**src/rtl/soft_reset_requester.sv**
```systemverilog
// Initiator side of the soft-reset path: accepts a keyed request, strobes the reset
// generator after a hold-off, then follows its long reset through assertion and release.
module soft_reset_requester #(
   parameter logic [31:0] KEY            = 32'h5AFE_0001,
   parameter int unsigned ACK_HOLDOFF    = 16,
   parameter int unsigned ASSERT_TIMEOUT = 4096,
   parameter int unsigned CNT_BITS       = 16
) (
   input  logic                clock_i,
   input  logic                reset_i,
   input  logic                req_i,
   input  logic [31:0]         key_i,
   input  logic                clear_err_i,
   input  logic                reset_status_i,
   output logic                ack_o,
   output logic                nack_o,
   output logic                soft_reset_o,
   output logic                busy_o,
   output logic                timeout_err_o,
   output logic [CNT_BITS-1:0] reset_cnt_o,
   output logic [7:0]          reject_cnt_o
);

   typedef enum logic [2:0] {
      S_IDLE,
      S_HOLDOFF,
      S_FIRE,
      S_WAIT_ASSERT,
      S_WAIT_RELEASE
   } state_t;

   // One timer serves both the hold-off countdown and the assertion timeout.
   localparam int unsigned TMR_BITS = 16;
   localparam logic [TMR_BITS-1:0] HOLDOFF_LOAD = TMR_BITS'(ACK_HOLDOFF - 1);
   localparam logic [TMR_BITS-1:0] TIMEOUT_LAST = TMR_BITS'(ASSERT_TIMEOUT - 2);
   localparam logic [TMR_BITS-1:0] TMR_ONE      = TMR_BITS'(1);

   state_t              state_q;
   state_t              state_d;
   logic [TMR_BITS-1:0] tmr_q;
   logic [TMR_BITS-1:0] tmr_d;

   logic ack_d;
   logic nack_d;
   logic soft_reset_d;
   logic busy_d;

   logic accept;
   logic refuse;
   logic timeout_hit;
   logic release_seen;

   assign accept       = req_i && (state_q == S_IDLE) && (key_i == KEY);
   assign refuse       = req_i && !accept;
   assign timeout_hit  = (state_q == S_WAIT_ASSERT) && !reset_status_i && (tmr_q == TIMEOUT_LAST);
   assign release_seen = (state_q == S_WAIT_RELEASE) && !reset_status_i;

   // NOTE: sequential state uses non-blocking assignments so every flop samples
   // pre-edge values regardless of process ordering.
   always_ff @(posedge clock_i) begin
      if (reset_i) begin
         state_q <= S_IDLE;
         tmr_q   <= '0;
      end else begin
         state_q <= state_d;
         tmr_q   <= tmr_d;
      end
   end

   // NOTE: every signal written here gets a default first, so no path leaves it
   // unassigned and no latch is inferred.
   always_comb begin
      state_d = state_q;
      tmr_d   = tmr_q;
      case (state_q)
         S_IDLE: begin
            if (accept) begin
               state_d = S_HOLDOFF;
               tmr_d   = HOLDOFF_LOAD;
            end
         end
         S_HOLDOFF: begin
            if (tmr_q == '0) begin
               state_d = S_FIRE;
            end else begin
               tmr_d = tmr_q - TMR_ONE;
            end
         end
         S_FIRE: begin
            state_d = S_WAIT_ASSERT;
            tmr_d   = '0;
         end
         S_WAIT_ASSERT: begin
            if (reset_status_i) begin
               state_d = S_WAIT_RELEASE;
               tmr_d   = '0;
            end else if (timeout_hit) begin
               state_d = S_IDLE;
               tmr_d   = '0;
            end else begin
               tmr_d = tmr_q + TMR_ONE;
            end
         end
         S_WAIT_RELEASE: begin
            // No timeout here: the generator's long reset runs for millions of cycles.
            if (!reset_status_i) begin
               state_d = S_IDLE;
            end
         end
         default: begin
            state_d = S_IDLE;
            tmr_d   = '0;
         end
      endcase
   end

   // Outputs are decoded from the next state and registered, so the strobe and
   // busy flag appear in the same cycle as the state they describe.
   always_comb begin
      ack_d        = accept;
      nack_d       = refuse;
      soft_reset_d = (state_d == S_FIRE);
      busy_d       = (state_d != S_IDLE);
   end

   always_ff @(posedge clock_i) begin
      if (reset_i) begin
         ack_o        <= 1'b0;
         nack_o       <= 1'b0;
         soft_reset_o <= 1'b0;
         busy_o       <= 1'b0;
      end else begin
         ack_o        <= ack_d;
         nack_o       <= nack_d;
         soft_reset_o <= soft_reset_d;
         busy_o       <= busy_d;
      end
   end

   // Status counters: a new timeout beats a clear, a clear beats a refusal.
   always_ff @(posedge clock_i) begin
      if (reset_i) begin
         timeout_err_o <= 1'b0;
         reset_cnt_o   <= '0;
         reject_cnt_o  <= '0;
      end else begin
         if (timeout_hit) begin
            timeout_err_o <= 1'b1;
         end else if (clear_err_i) begin
            timeout_err_o <= 1'b0;
         end

         if (release_seen && (reset_cnt_o != '1)) begin
            reset_cnt_o <= reset_cnt_o + CNT_BITS'(1);
         end

         if (clear_err_i) begin
            reject_cnt_o <= '0;
         end else if (refuse && (reject_cnt_o != 8'hFF)) begin
            reject_cnt_o <= reject_cnt_o + 8'd1;
         end
      end
   end

endmodule

```
**config.mk**
```make
export PLATFORM = sky130hd
export DESIGN_NAME = soft_reset_requester
export DESIGN_NICKNAME = d
export VERILOG_FILES = /design/src/rtl/soft_reset_requester.sv
export SDC_FILE = /design/constraint.sdc
export NUM_CORES = 1
export LEC_CHECK = 0
export CAP_MARGIN = 20
export CORE_ASPECT_RATIO = 1.5
export CORE_MARGIN = 5
export CORE_UTILIZATION = 23
export DETAILED_ROUTE_END_ITERATION = 7
export DONT_BUFFER_PORTS = 1
export HOLD_SLACK_MARGIN = 0.08
export REMOVE_ABC_BUFFERS = 1
export SLEW_MARGIN = 10
export SYNTH_ARGS = -nofsm -noshare
export SYNTH_HDL_FRONTEND = slang
export SYNTH_SLANG_ARGS = --single-unit
export TNS_END_PERCENT = 5
```
**constraint.sdc**
```tcl
create_clock -name clock_i -period 3.02 [get_ports clock_i]
set_clock_uncertainty 0.05 [all_clocks]
set_input_delay 0 -clock clock_i [delete_from_list [all_inputs] [get_ports clock_i]]
set_output_delay 0 -clock clock_i [all_outputs]
set_load 0.01 [all_outputs]
```
==> results.json <==
{
  "final_util": 0.268,
  "r2r_start": "state_q[1]",
  "cap_violations": 0,
  "clockPowerShare": 0.464,
  "rsz0062_at_grt": "yes",
  "combPwrFrac": 0.033,
  "synth_top_flop_cell": "dfxtp_1",
  "num_vias": 2799,
  "die_w_um": 102,
  "slew_headroom": 0.530,
  "p_leak_nw": 1.11,
  "peakVddDrop_v": 0.000270,
  "antenna_cells": 0,
  "grt_first_pass_wirelength_um": 12900,
  "avgRoutedWirePerCell_um": 15.3,
  "nets": 405,
  "tightest_slew_ns": 0.697,
  "track_usage": 0.105,
  "synth-edff-count": 0,
  "timing.final.ws_setup_ns": 0.0164,
  "vias_per_cell": 5.39,
  "die_h_um": 147,
  "finalHoldViolCount": 0,
  "clkTransAtPathRegs_ns": 0.07,
  "multi_input_area_um2": 1820,
  "io_pins": 66,
  "dieArea_um2": 15000,
  "worstPathRequired_ns": 3.16,
  "cts_root_buffer": "clkbuf_16",
  "first_pass_iters": 7,
  "final.period_utilization": 0.995,
  "syn-instance-count": 358,
  "p_sw_w": 0.000281,
  "cts_buffers": 5,
  "setup.worst_path.start": "key_i[12]",
  "dp.cells": 496,
  "grt_max_degree": 28,
  "area_growth_pct": 15.0,
  "final_common_cell": "dfxtp_1",
  "status": "finished, final reports clean",
  "syn_avg_cell_area_um2": 8.09,
  "path_class": "in2reg",
  "power_switching_share": 0.222,
  "cts_tree": "done",
  "core_area_um2": 12400,
  "n_fill_cell": 1314,
  "ys_seq_area_frac": 0.332,
  "seq_area_um2": 962,
  "grt_pass1_vias": 2688,
  "fin_cells": 519,
  "p_int_w": 0.000985,
  "cp_max_fo": 10,
  "postCtsSetupBuffers": 0,
  "hold_class": "in2reg",
  "total_power_w": 0.00127,
  "whs_ns": 0.108,
  "h-tree-depth": 2,
  "powerDensity_nw_per_um2": 380,
  "p_seq_frac": 0.503,
  "place_ws_ns": 0.310,
  "critPathLaunchType": "input port",
  "ant_nets": 0,
  "synthesis.area_um2": 2900,
  "yosysWarnings": 0,
  "dp_hpwl_um": 5760,
  "ys_ff_latch": 48,
  "num_rows": 50,
  "setup_viol": 0,
  "yosysUniqueCellTypes": 58,
  "fin_crit_ns": 3.00,
  "overflow": 0,
  "wl_um": 7950,
  "hp-start": "reset_status_i",
  "insertion_delay_ns": 0.30,
  "cts.sinks": 48,
  "grt_antenna_before_repair": 0,
  "drc": 0,
  "drt-initial-drc-count": 171,
  "drive_above_1_share": 0.0744,
  "max_freq_ghz": 0.333,
  "clockBufferDepth": 2,
  "cp.arrival_ns": 3.14,
  "port_buffers": 0,
  "start_util": 0.233,
  "critical_path.endpoint_type": "register",
  "gp_congestion": 0.843,
  "final_cell_mix": "dfxtp_1, nor2_1, nand2_1, o21ai_0, xnor2_1",
  "async_flop_share": 0,
  "slew_viol_final": 0
}
[registers in the layout, summed over array words and instances (netlist names)]
register and flops:
reset_cnt_o 16, ack_o 1, soft_reset_o 1, reject_cnt_o 8
timeout_err_o 1, tmr_q 16, nack_o 1, state_q 3
busy_o 1
[layout make-up]
class	instances	area share
multi-input combinational	280	0.546
tap	156	0.0586
sequential	48	0.289
inverter	10	0.0113
clock buffer	7	0.0428
timing repair buffer	17	0.0503
clock inverter	1	0.00225
[layer usage]
| layer | vias up | GRT usage | share of wire |
|---|---|---|---|
| li1 | 1337 | - | - |
| met2 | 90 | 0.188 | 0.54 |
| met5 | - | 0 | 0 |
| met4 | 0 | 0.0519 | 0.032 |
| met1 | 1348 | 0.113 | 0.37 |
| met3 | 24 | 0.0250 | 0.059 |
[logic make-up after synthesis]
family	synth area share
DFF	0.332
and+or+nand+nor	0.336
adders and majority gates	0.0259
muxes	0.00346
buffers and inverters	0.0406
xor gates and xnor gates	0.0635
AOI/OAI and AO/OA	0.199
[per-stage QoR]
stage	TNS [ns]	cell area, µm²
after floorplan	0	2820
after global placement	0	3030
after detailed placement	0	3030
after CTS	0	3320
after global routing	-0.0273	3330
final	0	3330
[power by group through the flow]
stage	sequential [W]	combinational, W	clock, W
4_1_cts	0.000636	0.0000385	0.000599
5_1_grt	0.000636	0.0000443	0.000625
3_5_place_dp	0.000651	0.0000218	0
3_3_place_gp	0.000651	0.0000214	0
6_report	0.000637	0.0000417	0.000588
2_1_floorplan	0.000651	0.0000175	0
[cell usage after synthesis, drive strengths merged (4+ instances only)]
master / n / area, µm²
nand2b: 5 / 31.3
dfxtp: 48 / 961
a21oi: 17 / 96.4
inv: 10 / 37.5
nor4: 10 / 68.8
nand3: 9 / 45.0
nor3b: 6 / 45.0
nor3: 14 / 86.3
ha: 6 / 75.1
xor2: 4 / 35.0
xnor2: 17 / 149
o21ai: 22 / 110
or4: 5 / 48.8
buf: 5 / 23.8
or3: 7 / 45.1
nor2: 44 / 165
clkbuf: 15 / 56.3
o221ai: 5 / 43.8
o211ai: 5 / 37.5
nand2: 30 / 113
and3: 9 / 56.3
and4: 5 / 43.8
a32o: 6 / 60.1
a221o: 5 / 50.1
nand4: 9 / 56.3
[critical path, cell delays in order]
cell	delay [ns]
dlygate4sd3_1	0.53
or4_4	0.41
dlygate4sd3_1	0.60
or4_4	0.57
o31ai_4	0.40
nor2_1	0.07
dlygate4sd3_1	0.56
[path summary, 6_finish.rpt]
path | endpoint | slack [ns] | cells past startpoint
hold / removal | timeout_err_o | 0.11 | 4
setup / recovery | nack_o | 0.02 | 7
hold reg to reg | tmr_q[10] | 0.51 | 2
setup reg to reg | ack_o | 0.14 | 5
[what timing repair did]
| action | 4_1_cts | 5_1_grt |
|---|---|---|
| hold buffers | 14 | 0 |
| gates resized for setup | 0 | 1 |
| hold endpoints to repair | 48 | 0 |
| endpoints found under the setup margin | 0 | 3 |
Power figures use the tool's default switching activity.
